**config.mk**
```make
export PLATFORM = sky130hd
export DESIGN_NAME = id_stage_scoreboard_flat
export DESIGN_NICKNAME = d
export VERILOG_FILES = /design/src/rtl/id_stage_scoreboard_if.sv /design/src/rtl/id_stage_scoreboard.sv /design/src/flat_wrapper.sv
export SDC_FILE = /design/constraint.sdc
export NUM_CORES = 2
export LEC_CHECK = 0
export ABC_AREA = 1
export CELL_PAD_IN_SITES_DETAIL_PLACEMENT = 0
export CELL_PAD_IN_SITES_GLOBAL_PLACEMENT = 1
export CORE_UTILIZATION = 49
export CTS_CLUSTER_SIZE = 14
export DETAILED_ROUTE_END_ITERATION = 12
export HOLD_SLACK_MARGIN = 0.02
export PLACE_DENSITY = 0.91
export SYNTH_ARGS = -nofsm -noshare
export SYNTH_HDL_FRONTEND = slang
export SYNTH_SLANG_ARGS = --single-unit
```
**constraint.sdc**
```tcl
create_clock -name clk -period 6.3 [get_ports clk]
set_clock_uncertainty 0.15 [all_clocks]
set_input_delay 0.63 -clock clk [delete_from_list [all_inputs] [get_ports clk]]
set_output_delay 0.63 -clock clk [all_outputs]
set_load 0.01 [all_outputs]
```
**src/rtl/id_stage_scoreboard_if.sv**
```systemverilog
// Decode-stage bus: fetch handoff, control-unit decode info, bypass/write-back ports
// and the operands/handshake the stage returns.
interface id_stage_scoreboard_if #(
    parameter int XLEN    = 32,
    parameter int NREG    = 32,
    parameter int MAX_LAT = 4
);
    localparam int AW = $clog2(NREG);
    localparam int CW = $clog2(MAX_LAT + 1);

    logic            i_valid;
    logic [XLEN-1:0] i_pc;
    logic [31:0]     i_inst;
    logic            i_flush;
    logic            i_hold;
    logic [AW-1:0]   i_ctl_ra1, i_ctl_ra2;
    logic            i_ctl_use1, i_ctl_use2;
    logic            i_ctl_we;
    logic [AW-1:0]   i_ctl_wa;
    logic [CW-1:0]   i_ctl_lat;
    logic            i_e_we, i_m_we, i_w_we;
    logic [AW-1:0]   i_e_wa, i_m_wa, i_w_wa;
    logic [XLEN-1:0] i_e_data, i_m_data, i_w_data;
    logic            o_valid;
    logic [XLEN-1:0] o_pc;
    logic [31:0]     o_inst;
    logic [XLEN-1:0] o_rd1, o_rd2;
    logic [1:0]      o_fwd1, o_fwd2;
    logic            o_stall;
    logic            o_issue;

    modport master (
        output i_valid, i_pc, i_inst, i_flush, i_hold,
               i_ctl_ra1, i_ctl_ra2, i_ctl_use1, i_ctl_use2, i_ctl_we, i_ctl_wa, i_ctl_lat,
               i_e_we, i_m_we, i_w_we, i_e_wa, i_m_wa, i_w_wa, i_e_data, i_m_data, i_w_data,
        input  o_valid, o_pc, o_inst, o_rd1, o_rd2, o_fwd1, o_fwd2, o_stall, o_issue
    );

    modport slave (
        input  i_valid, i_pc, i_inst, i_flush, i_hold,
               i_ctl_ra1, i_ctl_ra2, i_ctl_use1, i_ctl_use2, i_ctl_we, i_ctl_wa, i_ctl_lat,
               i_e_we, i_m_we, i_w_we, i_e_wa, i_m_wa, i_w_wa, i_e_data, i_m_data, i_w_data,
        output o_valid, o_pc, o_inst, o_rd1, o_rd2, o_fwd1, o_fwd2, o_stall, o_issue
    );
endinterface

```
**src/rtl/id_stage_scoreboard.sv**
```systemverilog
// Decode stage: IF/ID register, register file, E/M/W bypass and a per-register
// latency scoreboard that pauses consumers of multi-cycle producers.
module id_stage_scoreboard #(
    parameter int XLEN    = 32,
    parameter int NREG    = 32,
    parameter int MAX_LAT = 4
) (
    input logic              clk,
    input logic              rstn,
    id_stage_scoreboard_if.slave bus
);
    localparam int AW = $clog2(NREG);
    localparam int CW = $clog2(MAX_LAT + 1);

    logic                       valid_q, valid_d;
    logic [XLEN-1:0]            pc_q, pc_d;
    logic [31:0]                inst_q, inst_d;
    logic [NREG-1:0][XLEN-1:0]  rf_q;
    logic [NREG-1:0][CW-1:0]    cnt_q, cnt_d;
    logic [1:0][AW-1:0]         ra;
    logic [1:0][XLEN-1:0]       rd;
    logic [1:0][1:0]            src;
    logic                       busy1, busy2, hazard, stall, issue;
    logic [CW-1:0]              lat_sat;

    assign busy1  = bus.i_ctl_use1 && (bus.i_ctl_ra1 != '0) && (cnt_q[bus.i_ctl_ra1] != '0);
    assign busy2  = bus.i_ctl_use2 && (bus.i_ctl_ra2 != '0) && (cnt_q[bus.i_ctl_ra2] != '0);
    assign hazard = valid_q && (busy1 || busy2);
    assign stall  = hazard || (valid_q && bus.i_hold);
    assign issue  = valid_q && !hazard && !bus.i_hold && !bus.i_flush;

    assign lat_sat = (bus.i_ctl_lat > CW'(MAX_LAT)) ? CW'(MAX_LAT) : bus.i_ctl_lat;

    // Youngest producer wins; W covers the same-cycle write not yet in rf_q.
    assign ra[0] = bus.i_ctl_ra1;
    assign ra[1] = bus.i_ctl_ra2;
    always_comb begin
        for (int k = 0; k < 2; k++) begin
            rd[k]  = '0;
            src[k] = 2'd0;
            if (ra[k] != '0) begin
                if (bus.i_e_we && bus.i_e_wa == ra[k]) begin
                    rd[k]  = bus.i_e_data;
                    src[k] = 2'd1;
                end else if (bus.i_m_we && bus.i_m_wa == ra[k]) begin
                    rd[k]  = bus.i_m_data;
                    src[k] = 2'd2;
                end else if (bus.i_w_we && bus.i_w_wa == ra[k]) begin
                    rd[k]  = bus.i_w_data;
                    src[k] = 2'd3;
                end else begin
                    rd[k]  = rf_q[ra[k]];
                end
            end
        end
    end

    // A new issue overrides the running count: the younger writer defines availability.
    always_comb begin
        for (int r = 0; r < NREG; r++)
            cnt_d[r] = (cnt_q[r] != '0) ? cnt_q[r] - CW'(1) : '0;
        if (issue && bus.i_ctl_we && bus.i_ctl_wa != '0 && lat_sat != '0)
            cnt_d[bus.i_ctl_wa] = lat_sat;
    end

    always_comb begin
        valid_d = valid_q;
        pc_d    = pc_q;
        inst_d  = inst_q;
        if (bus.i_flush) begin
            valid_d = 1'b0;
            pc_d    = '0;
            inst_d  = '0;
        end else if (!stall) begin
            valid_d = bus.i_valid;
            pc_d    = bus.i_pc;
            inst_d  = bus.i_inst;
        end
    end

    always_ff @(posedge clk or negedge rstn) begin
        if (!rstn) begin
            valid_q <= 1'b0;
            pc_q    <= '0;
            inst_q  <= '0;
            cnt_q   <= '0;
        end else begin
            valid_q <= valid_d;
            pc_q    <= pc_d;
            inst_q  <= inst_d;
            cnt_q   <= cnt_d;
        end
    end

    always_ff @(posedge clk or negedge rstn) begin
        if (!rstn)
            rf_q <= '0;
        else if (bus.i_w_we && bus.i_w_wa != '0)
            rf_q[bus.i_w_wa] <= bus.i_w_data;
    end

    assign bus.o_valid = valid_q;
    assign bus.o_pc    = pc_q;
    assign bus.o_inst  = inst_q;
    assign bus.o_rd1   = rd[0];
    assign bus.o_rd2   = rd[1];
    assign bus.o_fwd1  = src[0];
    assign bus.o_fwd2  = src[1];
    assign bus.o_stall = stall;
    assign bus.o_issue = issue;
endmodule

```
**src/flat_wrapper.sv**
```systemverilog
// flat-port wrapper written by rule: the top's interface ports become plain ports
module id_stage_scoreboard_flat 
#(
    parameter int XLEN    = 32,
    parameter int NREG    = 32,
    parameter int MAX_LAT = 4
)
  (clk, rstn, bus_i_valid, bus_i_pc, bus_i_inst, bus_i_flush, bus_i_hold, bus_i_ctl_ra1, bus_i_ctl_ra2, bus_i_ctl_use1, bus_i_ctl_use2, bus_i_ctl_we, bus_i_ctl_wa, bus_i_ctl_lat, bus_i_e_we, bus_i_m_we, bus_i_w_we, bus_i_e_wa, bus_i_m_wa, bus_i_w_wa, bus_i_e_data, bus_i_m_data, bus_i_w_data, bus_o_valid, bus_o_pc, bus_o_inst, bus_o_rd1, bus_o_rd2, bus_o_fwd1, bus_o_fwd2, bus_o_stall, bus_o_issue);
  id_stage_scoreboard_if #(.XLEN(XLEN), .NREG(NREG), .MAX_LAT(MAX_LAT)) bus_i ();
  input logic clk;
  input logic rstn;
  input wire logic [$bits(bus_i.i_valid)-1:0] bus_i_valid;
  input wire logic [$bits(bus_i.i_pc)-1:0] bus_i_pc;
  input wire logic [$bits(bus_i.i_inst)-1:0] bus_i_inst;
  input wire logic [$bits(bus_i.i_flush)-1:0] bus_i_flush;
  input wire logic [$bits(bus_i.i_hold)-1:0] bus_i_hold;
  input wire logic [$bits(bus_i.i_ctl_ra1)-1:0] bus_i_ctl_ra1;
  input wire logic [$bits(bus_i.i_ctl_ra2)-1:0] bus_i_ctl_ra2;
  input wire logic [$bits(bus_i.i_ctl_use1)-1:0] bus_i_ctl_use1;
  input wire logic [$bits(bus_i.i_ctl_use2)-1:0] bus_i_ctl_use2;
  input wire logic [$bits(bus_i.i_ctl_we)-1:0] bus_i_ctl_we;
  input wire logic [$bits(bus_i.i_ctl_wa)-1:0] bus_i_ctl_wa;
  input wire logic [$bits(bus_i.i_ctl_lat)-1:0] bus_i_ctl_lat;
  input wire logic [$bits(bus_i.i_e_we)-1:0] bus_i_e_we;
  input wire logic [$bits(bus_i.i_m_we)-1:0] bus_i_m_we;
  input wire logic [$bits(bus_i.i_w_we)-1:0] bus_i_w_we;
  input wire logic [$bits(bus_i.i_e_wa)-1:0] bus_i_e_wa;
  input wire logic [$bits(bus_i.i_m_wa)-1:0] bus_i_m_wa;
  input wire logic [$bits(bus_i.i_w_wa)-1:0] bus_i_w_wa;
  input wire logic [$bits(bus_i.i_e_data)-1:0] bus_i_e_data;
  input wire logic [$bits(bus_i.i_m_data)-1:0] bus_i_m_data;
  input wire logic [$bits(bus_i.i_w_data)-1:0] bus_i_w_data;
  output wire logic [$bits(bus_i.o_valid)-1:0] bus_o_valid;
  output wire logic [$bits(bus_i.o_pc)-1:0] bus_o_pc;
  output wire logic [$bits(bus_i.o_inst)-1:0] bus_o_inst;
  output wire logic [$bits(bus_i.o_rd1)-1:0] bus_o_rd1;
  output wire logic [$bits(bus_i.o_rd2)-1:0] bus_o_rd2;
  output wire logic [$bits(bus_i.o_fwd1)-1:0] bus_o_fwd1;
  output wire logic [$bits(bus_i.o_fwd2)-1:0] bus_o_fwd2;
  output wire logic [$bits(bus_i.o_stall)-1:0] bus_o_stall;
  output wire logic [$bits(bus_i.o_issue)-1:0] bus_o_issue;
  assign bus_i.i_valid = bus_i_valid;
  assign bus_i.i_pc = bus_i_pc;
  assign bus_i.i_inst = bus_i_inst;
  assign bus_i.i_flush = bus_i_flush;
  assign bus_i.i_hold = bus_i_hold;
  assign bus_i.i_ctl_ra1 = bus_i_ctl_ra1;
  assign bus_i.i_ctl_ra2 = bus_i_ctl_ra2;
  assign bus_i.i_ctl_use1 = bus_i_ctl_use1;
  assign bus_i.i_ctl_use2 = bus_i_ctl_use2;
  assign bus_i.i_ctl_we = bus_i_ctl_we;
  assign bus_i.i_ctl_wa = bus_i_ctl_wa;
  assign bus_i.i_ctl_lat = bus_i_ctl_lat;
  assign bus_i.i_e_we = bus_i_e_we;
  assign bus_i.i_m_we = bus_i_m_we;
  assign bus_i.i_w_we = bus_i_w_we;
  assign bus_i.i_e_wa = bus_i_e_wa;
  assign bus_i.i_m_wa = bus_i_m_wa;
  assign bus_i.i_w_wa = bus_i_w_wa;
  assign bus_i.i_e_data = bus_i_e_data;
  assign bus_i.i_m_data = bus_i_m_data;
  assign bus_i.i_w_data = bus_i_w_data;
  assign bus_o_valid = bus_i.o_valid;
  assign bus_o_pc = bus_i.o_pc;
  assign bus_o_inst = bus_i.o_inst;
  assign bus_o_rd1 = bus_i.o_rd1;
  assign bus_o_rd2 = bus_i.o_rd2;
  assign bus_o_fwd1 = bus_i.o_fwd1;
  assign bus_o_fwd2 = bus_i.o_fwd2;
  assign bus_o_stall = bus_i.o_stall;
  assign bus_o_issue = bus_i.o_issue;
  id_stage_scoreboard #(.XLEN(XLEN), .NREG(NREG), .MAX_LAT(MAX_LAT)) u_core (.clk(clk), .rstn(rstn), .bus(bus_i));
endmodule
```
# Yosys cells after proc, flatten, opt, wreduce, memory -nomap -nowiden
# Cells that the tools add are included.
op_classes:
  n_addsub: 32
  magnitude_cmp: 7
  eq_ne: 7
  muxes: 70
  reduce_logical: 65
ops:
  columns: ["op", "n"]
  rows:
  - ["1024-bit bitwise mux", 1]
  - ["32-bit 2-to-1 mux", 15]
  - ["32-bit binary-select mux with 5-bit select", 2]
  - ["32-bit demux with 5-bit select", 1]
  - ["3-bit 2-to-1 mux", 36]
  - ["3-bit nonzero test", 35]
  - ["96-bit bitwise mux", 1]
  - ["96-bit 2-to-1 mux", 1]
  - ["3-bit by 1-bit subtractor with 3-bit output, second input constant", 32]
  - ["3-bit binary-select mux with 5-bit select", 2]
  - ["5-bit equality test", 6]
  - ["5-bit by 6-bit less-than comparator with 1-bit output, second input constant", 4]
  - ["1-bit logical AND", 21]
  - ["5-bit nonzero test", 4]
  - ["2-bit 2-to-1 mux", 8]
  - ["3-bit demux with 5-bit select", 1]
  - ["5-bit by 1-bit greater-or-equal comparator with 1-bit output, second input constant", 2]
  - ["3-bit > comparator, second input constant", 1]
  - ["1-bit logical NOT", 3]
  - ["1-bit logical OR", 2]
  - ["1-bit 2-to-1 mux", 2]
  - ["2-bit inequality test, second input constant", 1]
word_totals:
  regBits: 1185
  inputBits: 204
  word_cells: 248

# Depth between registers and ports, before layout
logic_depth:
  ltp_word: 14
  depth_mapped: 20
  ltp_nobuf: 16

# Least setup slack after synthesis
# OpenSTA, ideal clock, no wires.
synth_path:
  path_kind: "input to output"
  start: "input port bus_i_ctl_ra1[0]"
  end: "output port bus_o_rd1[10]"
  t_arrival_ns: 2.240
  required_ns: 5.520
  setup_slack_ns: 3.280
  path_stages: 13
  path_buffers: 5
  path_cell_list: "buf_4 buf_6 buf_6 buf_4 buf_2 a21oi_1 o21ai_0 nand3_1 o21ai_0 o21ai_0 o21ai_0 o21bai_1 a21oi_1"
synth_via:
  elab_chain_cells: 6
  word_cells_on_any_way: 13
  classes_between: "3 x eq/ne; 6 x mux; 4 x reduce/logical"
synth_rtl:
  columns: ["item", "line", "text"]
  rows:
  - ["start: declaration", "flat_wrapper.sv:17", "input wire logic [$bits(bus_i.i_ctl_ra1)-1:0] bus_i_ctl_ra1;"]
  - ["32-bit binary-select mux with 5-bit select or 5-bit equality test (tied branches)", "id_stage_scoreboard.sv:52, id_stage_scoreboard.sv:48", null]
  - ["32-bit 2-to-1 mux (not written as such) or 1-bit logical AND (tied branches)", "id_stage_scoreboard.sv:52, id_stage_scoreboard.sv:48", null]
  - ["32-bit 2-to-1 mux", "id_stage_scoreboard.sv:48", "end else if (bus.i_w_we && bus.i_w_wa == ra[k]) begin"]
  - ["32-bit 2-to-1 mux", "id_stage_scoreboard.sv:45", "end else if (bus.i_m_we && bus.i_m_wa == ra[k]) begin"]
  - ["32-bit 2-to-1 mux", "id_stage_scoreboard.sv:42", "if (bus.i_e_we && bus.i_e_wa == ra[k]) begin"]
  - ["32-bit 2-to-1 mux *", "id_stage_scoreboard.sv:41", "if (ra[k] != '0) begin"]
  - ["end: declaration", "flat_wrapper.sv:36", "output wire logic [$bits(bus_i.o_rd1)-1:0] bus_o_rd1;"]
# Mark *: on every way between the ends. The rest lies on a longest branch, timed or not. The select of a mux whose other input is x is not followed.

# Final worst setup path
layout_path:
  start: "input port bus_i_ctl_ra2[0]"
  end: "output port bus_o_rd2[1]"
layout_via:
  elab_chain_cells: 6
  word_cells_on_any_way: 13
  classes_between: "3 x eq/ne; 6 x mux; 4 x reduce/logical"
layout_rtl:
  columns: ["item", "line", "text"]
  rows:
  - ["start: declaration", "flat_wrapper.sv:18", "input wire logic [$bits(bus_i.i_ctl_ra2)-1:0] bus_i_ctl_ra2;"]
  - ["32-bit binary-select mux with 5-bit select or 5-bit equality test (tied branches)", "id_stage_scoreboard.sv:52, id_stage_scoreboard.sv:48", null]
  - ["32-bit 2-to-1 mux (not written as such) or 1-bit logical AND (tied branches)", "id_stage_scoreboard.sv:52, id_stage_scoreboard.sv:48", null]
  - ["32-bit 2-to-1 mux", "id_stage_scoreboard.sv:48", null]
  - ["32-bit 2-to-1 mux", "id_stage_scoreboard.sv:45", null]
  - ["32-bit 2-to-1 mux", "id_stage_scoreboard.sv:42", null]
  - ["32-bit 2-to-1 mux *", "id_stage_scoreboard.sv:41", null]
  - ["end: declaration", "flat_wrapper.sv:37", "output wire logic [$bits(bus_i.o_rd2)-1:0] bus_o_rd2;"]
# Marks and branches as above.

==> flow_summary_export.csv <==
group,metric,value,unit
clocking,clkTransAtPathRegs,60,ps
yosys,ys.flop_type,"dfrtp_1",
critical_path,critical_path_arrival,4800,ps
sta,finalHoldViolCount,0,
detailed_routing,ant_nets,0,
sta,worst_pin_slew,1270,ps
sta,worst_slack,722,ps
critical_path,cp.depth,10,
sta,min_period,5580,ps
layout,seq_area,0.0297,mm^2
critical_path,endpoint,"bus_o_rd2[1]",
power,irDropWorstVdd,224,uV
outcome,status,"finished, final reports clean",
floorplan,die-height,373,um
clocking,insertion_delay,790,ps
sta,rsz0062_at_grt,"no",
placement,io_buffers,338,
critical_path,rr_worst_depth,6,
critical_path,slowest_delay,720,ps
clocking,root_buffer,"clkbuf_16",
critical_path,endpoint_kind,"primary output",
global_routing,grt_pass1_vias,63600,
clocking,cts_buffers,139,
critical_path,crit_buf_inv,4,
flow_run,max_cap_viol_count,0,
sta,fmax,0.179,GHz
yosys,avgSynthCellArea,7.25,um^2
critical_path,crit_start,"bus_i_ctl_ra2[0]",
yosys,synthMostInstantiatedCell,"o21ai_0",
power,leakage,0.0337,uW
yosys,netlist_area,0.0673,mm^2
detailed_routing,drcViolationCount,0,
detailed_routing,dr.first_iter.drc_count,10700,
layout,area_delta_synth_final,12.1,%
yosys,synth.top_cell.area_share,0.441,
critical_path,timing.reg2reg.setup_slack,2960,ps
placement,gp_congestion,0.908,
sta,max_slew_margin,0.154,
critical_path,cp.required,5520,ps
detailed_routing,vias,69100,
global_routing,antenna_found_initial,16,
floorplan,start_util,0.496,
yosys,yosysUniqueCellTypes,37,
floorplan,boundaryPins,339,
floorplan,dieArea,0.139,mm^2
layout,fillers,12900,
detailed_routing,via_per_inst,6.32,
clocking,cts_tree,"done",
yosys,synthTopCellsByCount,"2518 x o21ai_0, 1717 x nand2_1, 1185 x dfrtp_1",
layout,layout.nets,9303,
floorplan,die_w,373,um
global_routing,grt_max_degree,211,
global_routing,grt_overflow,0,
yosys,synth.yosys.seq_area_share,0.441,
critical_path,critPathLaunchType,"input pin",
sta,period_share,0.885,
clocking,clock-sinks,1185,
sta,fin_setup_tns,0,ps
detailed_routing,dr.pass1.iters,7,
worst_hold_path,worstHoldStart,"bus_i_pc[18]",
yosys,yosys_warnings,0,
power,power-per-cell-area,295,mW/mm^2
critical_path,crit_chain,"buf_8, clkinv_8, nor2_1, nor2_1, o2111ai_1, nand2_1, inv_2, nand3_1, a31oi_1, clkdlybuf4s50_1",
layout,drive_above_1_share,0.0462,
yosys,synth_cells,9281,
yosys,postSynth.asyncResetShare,1.00,
critical_path,path_delay_family,"buffers and inverters",
clocking,h-tree-depth,4,
detailed_routing,wl_per_cell,24.7,um
clocking,clockBufferDepth,3,
worst_hold_path,hold_path_class,"input pin to register",
critical_path,crit_type,"input pin to primary output",
yosys,synth_top_area_cell,"dfrtp_1",
critical_path,path_max_fanout,114,
detailed_routing,routed_wl,270,mm
sta,slew_viol_final,0,
placement,dp_hpwl,148,mm
yosys,ys_top_cells_by_area,"dfrtp_1 44%, o21ai_0 19%, nand2_1 9.6%, a21oi_1 6.4%, nand3_1 4.0%",
yosys,ys_seq_elements,1185,
placement,pre_cts_ws,1090,ps
sta,setup_viol_count_final,0,
critical_path,timing.rr.start,"u_core.bus.o_valid$_DFFE_PN0P_",
floorplan,num_rows,135,
critical_path,crit_top_cell,"nor2_1",
yosys,synth_edf_count,0,
global_routing,grt_pass1_wl,404,mm
yosys,synth_fp_nets,9549,
floorplan,core_region_area,0.136,mm^2
critical_path,crit_slowest_cell,"a31oi_1",
clocking,post_cts_buffers,0,
global_routing,grtUsageTotal,0.380,
critical_path,worstReg2RegEnd,"u_core.cnt_q[54]$_DFF_PN0_",
layout,multi_input_area,0.0321,mm^2
## placed cells by master, fill, tap and decap left out, drive strengths merged
cell type,instances
a221oi,5
dfrtp,1185
o2111ai,5
xor2,8
o21bai,20
o211a,1
nor2,552
a31oi,42
nor3,19
nand4,3
nor4,1
bufinv,9
a21oi,866
or2,30
inv,581
nand3,541
nand2,1717
buf,132
diode,11
o21ai,2603
clkinvlp,1
o221ai,50
clkbuf,197
clkdlybuf4s50,327
o22ai,59
o211ai,81
dlygate4sd3,1
clkinv,31
ha,64
a211oi,7
## layer usage
layer / vias up / GRT usage / routed length [um]
met3: 792 / 0.121 / 38600
met4: 10 / 0.176 / 13100
li1: 30800 / - / -
met5: - / 0 / 57
met2: 4766 / 0.552 / 113000
met1: 32700 / 0.514 / 106000
## tightest hold or removal path, cell delays in order
cell             delay (ps)
clkdlybuf4s50_1         390
nand3_1                  70
nand2_1                  50
## area by class of cell
type / count / share of cell area
antenna: 11 / 0.000365
clock buffer: 197 / 0.0531
clock inverter: 47 / 0.00773
inverter: 575 / 0.0292
multi-input combinational: 6674 / 0.425
sequential: 1185 / 0.393
tap: 1781 / 0.0295
timing repair buffer: 460 / 0.0622
## registers in the layout, indices dropped and copies added (netlist names)
register,cells
u_core.bus.o_inst,32
u_core.bus.o_pc,32
u_core.bus.o_valid,1
u_core.cnt_q,96
u_core.rf_q,1024
## where the power goes
group | total (uW) | leakage, uW | internal (uW) | switching [uW]
Sequential | 9700 | 0.0153 | 8900 | 804
Clock | 8260 | 0.00227 | 4810 | 3440
Combinational | 4300 | 0.0162 | 1510 | 2780
Total | 22300 | 0.0337 | 15200 | 7030
## through the flow
| step | cells | hold WS (ps) | instance area (um^2) | utilization | power, uW |
|---|---|---|---|---|---|
| floorplan | 9281 | 184 | 67300 | - | 12300 |
| global placement | 10700 | 225 | 70800 | 0.522 | 13800 |
| detailed placement | 10700 | 230 | 70800 | 0.522 | 14000 |
| CTS | 10900 | 213 | 75400 | 0.555 | 22200 |
| global route | 10900 | 243 | 75400 | 0.556 | 23300 |
| finish | 10900 | 235 | 75500 | 0.556 | 22300 |
## cell families (layout without fill, tap and decap cells)
kind of cell,Yosys count,after routing,share of synthesized area
buffers and inverters,1422,1279,0.0871
adders and majority gates,64,64,0.0119
xor gates and xnor gates,8,8,0.00104
other,0,11,0
AOI/OAI and AO/OA,3739,3739,0.287
DFF,1185,1185,0.441
and+or+nand+nor,2863,2863,0.172
## repair_timing
| action | 4_1_cts | 5_1_grt |
|---|---|---|
| hold endpoints to repair | 97 | 0 |
| resized for setup | 0 | 0 |
| hold buffers | 1 | 0 |
## worst min-delay path by stage
| stage | slack (ps) | end | cells past startpoint |
|---|---|---|---|
| 2_1_floorplan | 180 | u_core.bus.o_inst[0]$_DFFE_PN0P_ | 0 |
| 3_3_place_gp | 230 | u_core.rf_q[16]$_DFFE_PN0P_ | 0 |
| 3_5_place_dp | 230 | u_core.rf_q[7]$_DFFE_PN0P_ | 0 |
| 4_1_cts | 210 | u_core.bus.o_inst[2]$_DFFE_PN0P_ | 3 |
| 5_1_grt | 240 | u_core.bus.o_pc[6]$_DFFE_PN0P_ | 3 |
| 6_report | 240 | u_core.bus.o_pc[18]$_DFFE_PN0P_ | 3 |
(Power assumes the default switching activity.)
